===== src/rtl/gate_sweep_pkg.sv =====
// Shared definitions for the gate truth-table sweeper.
//   OP_*    : gate operation codes selected on the op port.
//   state_e : sweeper FSM state encoding.
package gate_sweep_pkg;

  localparam logic [2:0] OP_AND  = 3'd0;
  localparam logic [2:0] OP_OR   = 3'd1;
  localparam logic [2:0] OP_NAND = 3'd2;
  localparam logic [2:0] OP_NOR  = 3'd3;
  localparam logic [2:0] OP_XOR  = 3'd4;
  localparam logic [2:0] OP_XNOR = 3'd5;
  localparam logic [2:0] OP_NOT  = 3'd6;
  localparam logic [2:0] OP_RSVD = 3'd7;

  typedef enum logic [1:0] {
    ST_IDLE  = 2'd0,
    ST_APPLY = 2'd1,
    ST_CHECK = 2'd2,
    ST_DONE  = 2'd3
  } state_e;

endpackage


===== src/rtl/gate_ref_model.sv =====
// Combinational reference for the gate under test.
//   op    : operation code (gate_sweep_pkg OP_*)
//   vec   : input vector, vec[N_IN-1] is the first input
//   exp_y : expected gate output; reserved op gives 0
module gate_ref_model
  import gate_sweep_pkg::*;
#(
  parameter int N_IN = 2
) (
  input  logic [2:0]      op,
  input  logic [N_IN-1:0] vec,
  output logic            exp_y
);

  always_comb begin
    exp_y = 1'b0;
    case (op)
      OP_AND:  exp_y = &vec;
      OP_OR:   exp_y = |vec;
      OP_NAND: exp_y = ~&vec;
      OP_NOR:  exp_y = ~|vec;
      OP_XOR:  exp_y = ^vec;
      OP_XNOR: exp_y = ~^vec;
      OP_NOT:  exp_y = ~vec[N_IN-1];
      default: exp_y = 1'b0;
    endcase
  end

endmodule


===== src/rtl/gate_truth_sweeper.sv =====
// Truth-table sequencer: walks every input vector of an N_IN-input gate,
// holds each for SETTLE cycles, samples the gate output and checks it
// against the reference model for the latched op.
//   clk, rst        : clock and synchronous active-high reset
//   start, op       : sweep request and gate op (op 7 never starts a sweep)
//   stim            : vector driven to the gate under test
//   dut_y           : gate under test output, sampled only in CHECK
//   busy, done      : sweep running / sweep finished
//   pass            : valid with done, 1 when no vector mismatched
//   err_cnt         : saturating mismatch count
//   first_fail_vld  : a mismatch occurred in this sweep
//   first_fail_vec  : stim value of the first mismatch
module gate_truth_sweeper
  import gate_sweep_pkg::*;
#(
  parameter int N_IN   = 2,
  parameter int SETTLE = 2,
  parameter int ERR_W  = 8
) (
  input  logic             clk,
  input  logic             rst,
  input  logic             start,
  input  logic [2:0]       op,
  output logic [N_IN-1:0]  stim,
  input  logic             dut_y,
  output logic             busy,
  output logic             done,
  output logic             pass,
  output logic [ERR_W-1:0] err_cnt,
  output logic             first_fail_vld,
  output logic [N_IN-1:0]  first_fail_vec
);

  localparam int CNT_W = (SETTLE > 1) ? $clog2(SETTLE) : 1;
  localparam logic [CNT_W-1:0] CNT_LAST = CNT_W'(SETTLE - 1);

  state_e           state_q, state_d;
  logic [CNT_W-1:0] cnt_q, cnt_d;
  logic [N_IN-1:0]  stim_q, stim_d;
  logic [2:0]       op_q, op_d;
  logic             busy_q, busy_d;
  logic             done_q, done_d;
  logic             pass_q, pass_d;
  logic [ERR_W-1:0] err_q, err_d;
  logic             ffv_q, ffv_d;
  logic [N_IN-1:0]  ffvec_q, ffvec_d;

  logic exp_y;
  logic mismatch;

  gate_ref_model #(.N_IN(N_IN)) u_ref (
    .op    (op_q),
    .vec   (stim_q),
    .exp_y (exp_y)
  );

  assign mismatch = (dut_y != exp_y);

  always_comb begin
    state_d = state_q;
    cnt_d   = cnt_q;
    stim_d  = stim_q;
    op_d    = op_q;
    busy_d  = busy_q;
    done_d  = done_q;
    pass_d  = pass_q;
    err_d   = err_q;
    ffv_d   = ffv_q;
    ffvec_d = ffvec_q;

    case (state_q)
      ST_IDLE, ST_DONE: begin
        if (start && (op != OP_RSVD)) begin
          state_d = ST_APPLY;
          cnt_d   = '0;
          stim_d  = '0;
          op_d    = op;
          busy_d  = 1'b1;
          done_d  = 1'b0;
          pass_d  = 1'b0;
          err_d   = '0;
          ffv_d   = 1'b0;
          ffvec_d = '0;
        end
      end
      ST_APPLY: begin
        if (cnt_q == CNT_LAST) begin
          state_d = ST_CHECK;
        end else begin
          cnt_d = cnt_q + 1'b1;
        end
      end
      ST_CHECK: begin
        if (mismatch) begin
          if (err_q != '1) begin
            err_d = err_q + 1'b1;
          end
          if (!ffv_q) begin
            ffv_d   = 1'b1;
            ffvec_d = stim_q;
          end
        end
        if (stim_q == '1) begin
          state_d = ST_DONE;
          busy_d  = 1'b0;
          done_d  = 1'b1;
          // first_fail_vld doubles as the sticky mismatch flag, so pass
          // stays correct even when err_cnt has saturated.
          pass_d  = !(ffv_q || mismatch);
        end else begin
          state_d = ST_APPLY;
          stim_d  = stim_q + 1'b1;
          cnt_d   = '0;
        end
      end
      default: state_d = ST_IDLE;
    endcase
  end

  always_ff @(posedge clk) begin
    if (rst) begin
      state_q <= ST_IDLE;
      cnt_q   <= '0;
      stim_q  <= '0;
      op_q    <= '0;
      busy_q  <= 1'b0;
      done_q  <= 1'b0;
      pass_q  <= 1'b0;
      err_q   <= '0;
      ffv_q   <= 1'b0;
      ffvec_q <= '0;
    end else begin
      state_q <= state_d;
      cnt_q   <= cnt_d;
      stim_q  <= stim_d;
      op_q    <= op_d;
      busy_q  <= busy_d;
      done_q  <= done_d;
      pass_q  <= pass_d;
      err_q   <= err_d;
      ffv_q   <= ffv_d;
      ffvec_q <= ffvec_d;
    end
  end

  assign stim           = stim_q;
  assign busy           = busy_q;
  assign done           = done_q;
  assign pass           = pass_q;
  assign err_cnt        = err_q;
  assign first_fail_vld = ffv_q;
  assign first_fail_vec = ffvec_q;

endmodule


===== config.mk =====
export PLATFORM = sky130hd
export DESIGN_NAME = gate_truth_sweeper
export DESIGN_NICKNAME = d
export VERILOG_FILES = /design/src/rtl/gate_sweep_pkg.sv /design/src/rtl/gate_ref_model.sv /design/src/rtl/gate_truth_sweeper.sv
export SDC_FILE = /design/constraint.sdc
export NUM_CORES = 1
export LEC_CHECK = 0
export CORE_MARGIN = 8
export CORE_UTILIZATION = 56
export DETAILED_ROUTE_END_ITERATION = 8
export GPL_TIMING_DRIVEN = 0
export PLACE_DENSITY = 0.91
export SYNTH_ARGS = -nofsm -noshare
export SYNTH_HDL_FRONTEND = slang
export SYNTH_SLANG_ARGS = --single-unit

===== constraint.sdc =====
create_clock -name clk -period 3.7 [get_ports clk]
set_clock_uncertainty 0.1 [all_clocks]
set_input_delay 0.74 -clock clk [delete_from_list [all_inputs] [get_ports clk]]
set_output_delay 0.74 -clock clk [all_outputs]
set_load 0.005 [all_outputs]

==> metrics.md <==
| Metric | Value |
|---|---|
| Site Rows | `18` |
| Fill cells | `180` |
| DRT iter0 DRCs | `71` |
| Post-cts sizing count | `0` |
| TNS Setup | `0 ns` |
| Via density | `6.07` |
| Area growth syn-to-layout | `20.6%` |
| Fin crit share | `0.718` |
| ANT cells | `0` |
| CP Launch Type | `primary input` |
| Routed wl met3 | `246 µm` |
| First-pass GRT wire length | `5730 µm` |
| WL final | `3400 µm` |
| Die width | `65.7 µm` |
| Syn Nets | `180` |
| Highest routed layer | `met4` |
| Mapped Area | `1380 µm²` |
| CTS tree | `done` |
| Pleak | `0.598 nW` |
| Clock period minus worst slack | `2.66 ns` |
| Avg Cell Area, Syn | `8.27 µm²` |
| Max rail drop VDD | `0.287 mV` |
| Clock latency on the worst-skew pair | `0.33 ns` |
| CTS Buffer Depth | `2` |
| Synth Register Bits | `22` |
| Most common cell after layout, fill and taps aside | `dfxtp_1` |
| Root Driver | `clkbuf_4` |
| Worst Tran Pin Value | `0.851 ns` |
| Drt drc | `0` |
| Vias in the first global route | `1271` |
| CTS sink cnt | `22` |
| HP Class | `reg -> reg` |
| Pwr dens | `343 nW/µm²` |
| Core Area | `2410 µm²` |
| DP HPWL | `2550 µm` |
| Sequential area share after synthesis | `0.319` |
| Setup WS pre-CTS | `0.772 ns` |
| Power Total | `0.571 mW` |
| Netlist cell types | `45` |
| NumNets Final | `206` |
| M1 WL | `1440 µm` |
| Gr ovfl total | `0` |
| Most frequent cells in the layout | `22 x dfxtp_1, 21 x clkdlybuf4s50_1, 20 x nor2_1` |
| Fmax | `0.377 GHz` |
| Htree depth | `1` |
| Initial Util | `0.573` |
| CP Capture Type | `flip-flop` |
| Final Max Tran Viols | `0` |
| Mapped Cells | `167` |
| Synth Warn # | `0` |
| Post-CTS Setup Bufs | `0` |
| Final setup viols | `0` |
| Met2 WL post-DR | `1670 µm` |
| Die ar. | `4310 µm²` |
| Setup slack after layout | `1.04 ns` |
| CTS buffer count | `3` |
| All-Layer GR Usage | `0.164` |
| Post-layout util | `0.691` |
| RSZ-0062 raised after global routing | `no` |
| Worst EP arrival | `2.81 ns` |
| DR pass1 iterations | `4` |
| Status | `finished clean` |
| PortBufs | `21` |
| Pin count of the biggest net entering global routing | `13` |
| Maximum fanout along the worst path | `10` |
| GP Congestion | `0.874` |
| Die Ht | `65.7 µm` |
| Number of I/O pins | `23` |
| Worst hold slack | `0.403 ns` |
| ANT nets after route | `0` |
| Setup Crit Path Kind | `in -> reg` |
| Worst-path clk slew | `0.13 ns` |
| Initial antenna violation count | `0` |
| CTS Hold Buffers Added | `0` |
| Critical Path RT | `3.85 ns` |
| Slew HR | `0.430` |
| Per-cell routed wire length | `15.3 µm` |
| Layout cells sized above 1 | `0.0781` |
| Total number of vias | `1348` |
| Max cap viols | `0` |
| Hold Vio Cnt, Final | `0` |
-- worst max-delay path, cell delays in order --
cell	delay, ns
clkdlybuf4s50_1	0.48
nand3_1	0.13
a31oi_1	0.68
a21oi_1	0.20
inv_1	0.23
a21oi_1	0.12
o31ai_1	0.23
-- cells by family (layout without fill, tap and decap cells) --
logic type      after synthesis  in the layout  share of synthesized area
flops                        22             22                      0.319
xor+xnor                      3              3                     0.0462
simple gates                 74             74                      0.275
fa+ha+maj                     6              6                     0.0543
buf+inv                      20             45                     0.0688
compound gates               36             36                      0.189
mux                           6              6                     0.0471
-- cell usage after synthesis (all sizes together) --
library cell	number	share of area
a211oi	1	0.0054
a21boi	1	0.0054
a21oi	13	0.047
a221oi	1	0.0063
a22oi	1	0.0054
a31o	2	0.013
a31oi	3	0.014
a32oi	1	0.0063
a41oi	1	0.012
and2	2	0.0091
and3	1	0.0045
buf	3	0.023
clkbuf	4	0.011
dfxtp	22	0.32
ha	6	0.054
inv	13	0.035
mux2	1	0.011
mux2i	5	0.036
nand2	14	0.038
nand2b	2	0.0091
nand3	10	0.036
nand4	6	0.027
nand4b	2	0.013
nand4bb	1	0.0082
nor2	20	0.054
nor2b	4	0.024
nor3	6	0.022
nor3b	3	0.016
o2111ai	2	0.013
o21ai	1	0.0036
o22ai	1	0.0045
o311ai	2	0.013
o31a	1	0.0072
o31ai	3	0.016
o41ai	2	0.018
or3	2	0.0091
or4	1	0.0054
xnor2	2	0.026
xor2	1	0.020
-- routing by layer --
| layer | GRT usage | vias to the layer above |
|---|---|---|
| li1 | - | 658 |
| met1 | 0.186 | 638 |
| met2 | 0.281 | 49 |
| met3 | 0.0476 | 3 |
| met4 | 0.0599 | 0 |
| met5 | 0 | - |
-- state kept, by name (all words and copies together) (netlist names) --
name,cells
err_cnt,8
op_q,3
first_fail_vec,2
state_q,2
stim,2
busy,1
cnt_q,1
done,1
first_fail_vld,1
pass,1
-- path summary, 6_finish.rpt --
kind,start,endpoint,slack [ns],depth (start not counted)
setup / recovery,op[2],err_cnt[0]$_SDFFE_PP0P_,1.04,7
hold / removal,first_fail_vec[1]$_SDFFE_PP0P_,first_fail_vec[1]$_SDFFE_PP0P_,0.40,2
setup reg to reg,state_q[0]$_SDFFE_PP0P_,err_cnt[0]$_SDFFE_PP0P_,1.21,8
hold reg to reg,first_fail_vec[1]$_SDFFE_PP0P_,first_fail_vec[1]$_SDFFE_PP0P_,0.40,2
-- final cells by class --
cell class | count | area, µm² | area share
multi-input combinational | 125 | 846 | 0.508
sequential | 22 | 440 | 0.264
timing repair buffer | 21 | 210 | 0.126
inverter | 13 | 48.8 | 0.0293
buffer | 7 | 46.3 | 0.0278
tap | 30 | 37.5 | 0.0225
clock buffer | 4 | 36.3 | 0.0218
-- metrics by stage --
stage	cell area (µm²)	cells
after floorplan	1380	167
after global routing	1670	222
final	1670	222
after global placement	1630	218
after detailed placement	1630	218
after CTS	1670	222
-- where the power goes --
part	switching [mW]	total, mW	internal, mW	leakage, nW
Combinational	0.100	0.166	0.0660	0.399
Clock	0.0810	0.141	0.0603	0.0210
Sequential	0.0138	0.263	0.249	0.178
(Power assumes the default switching activity.)
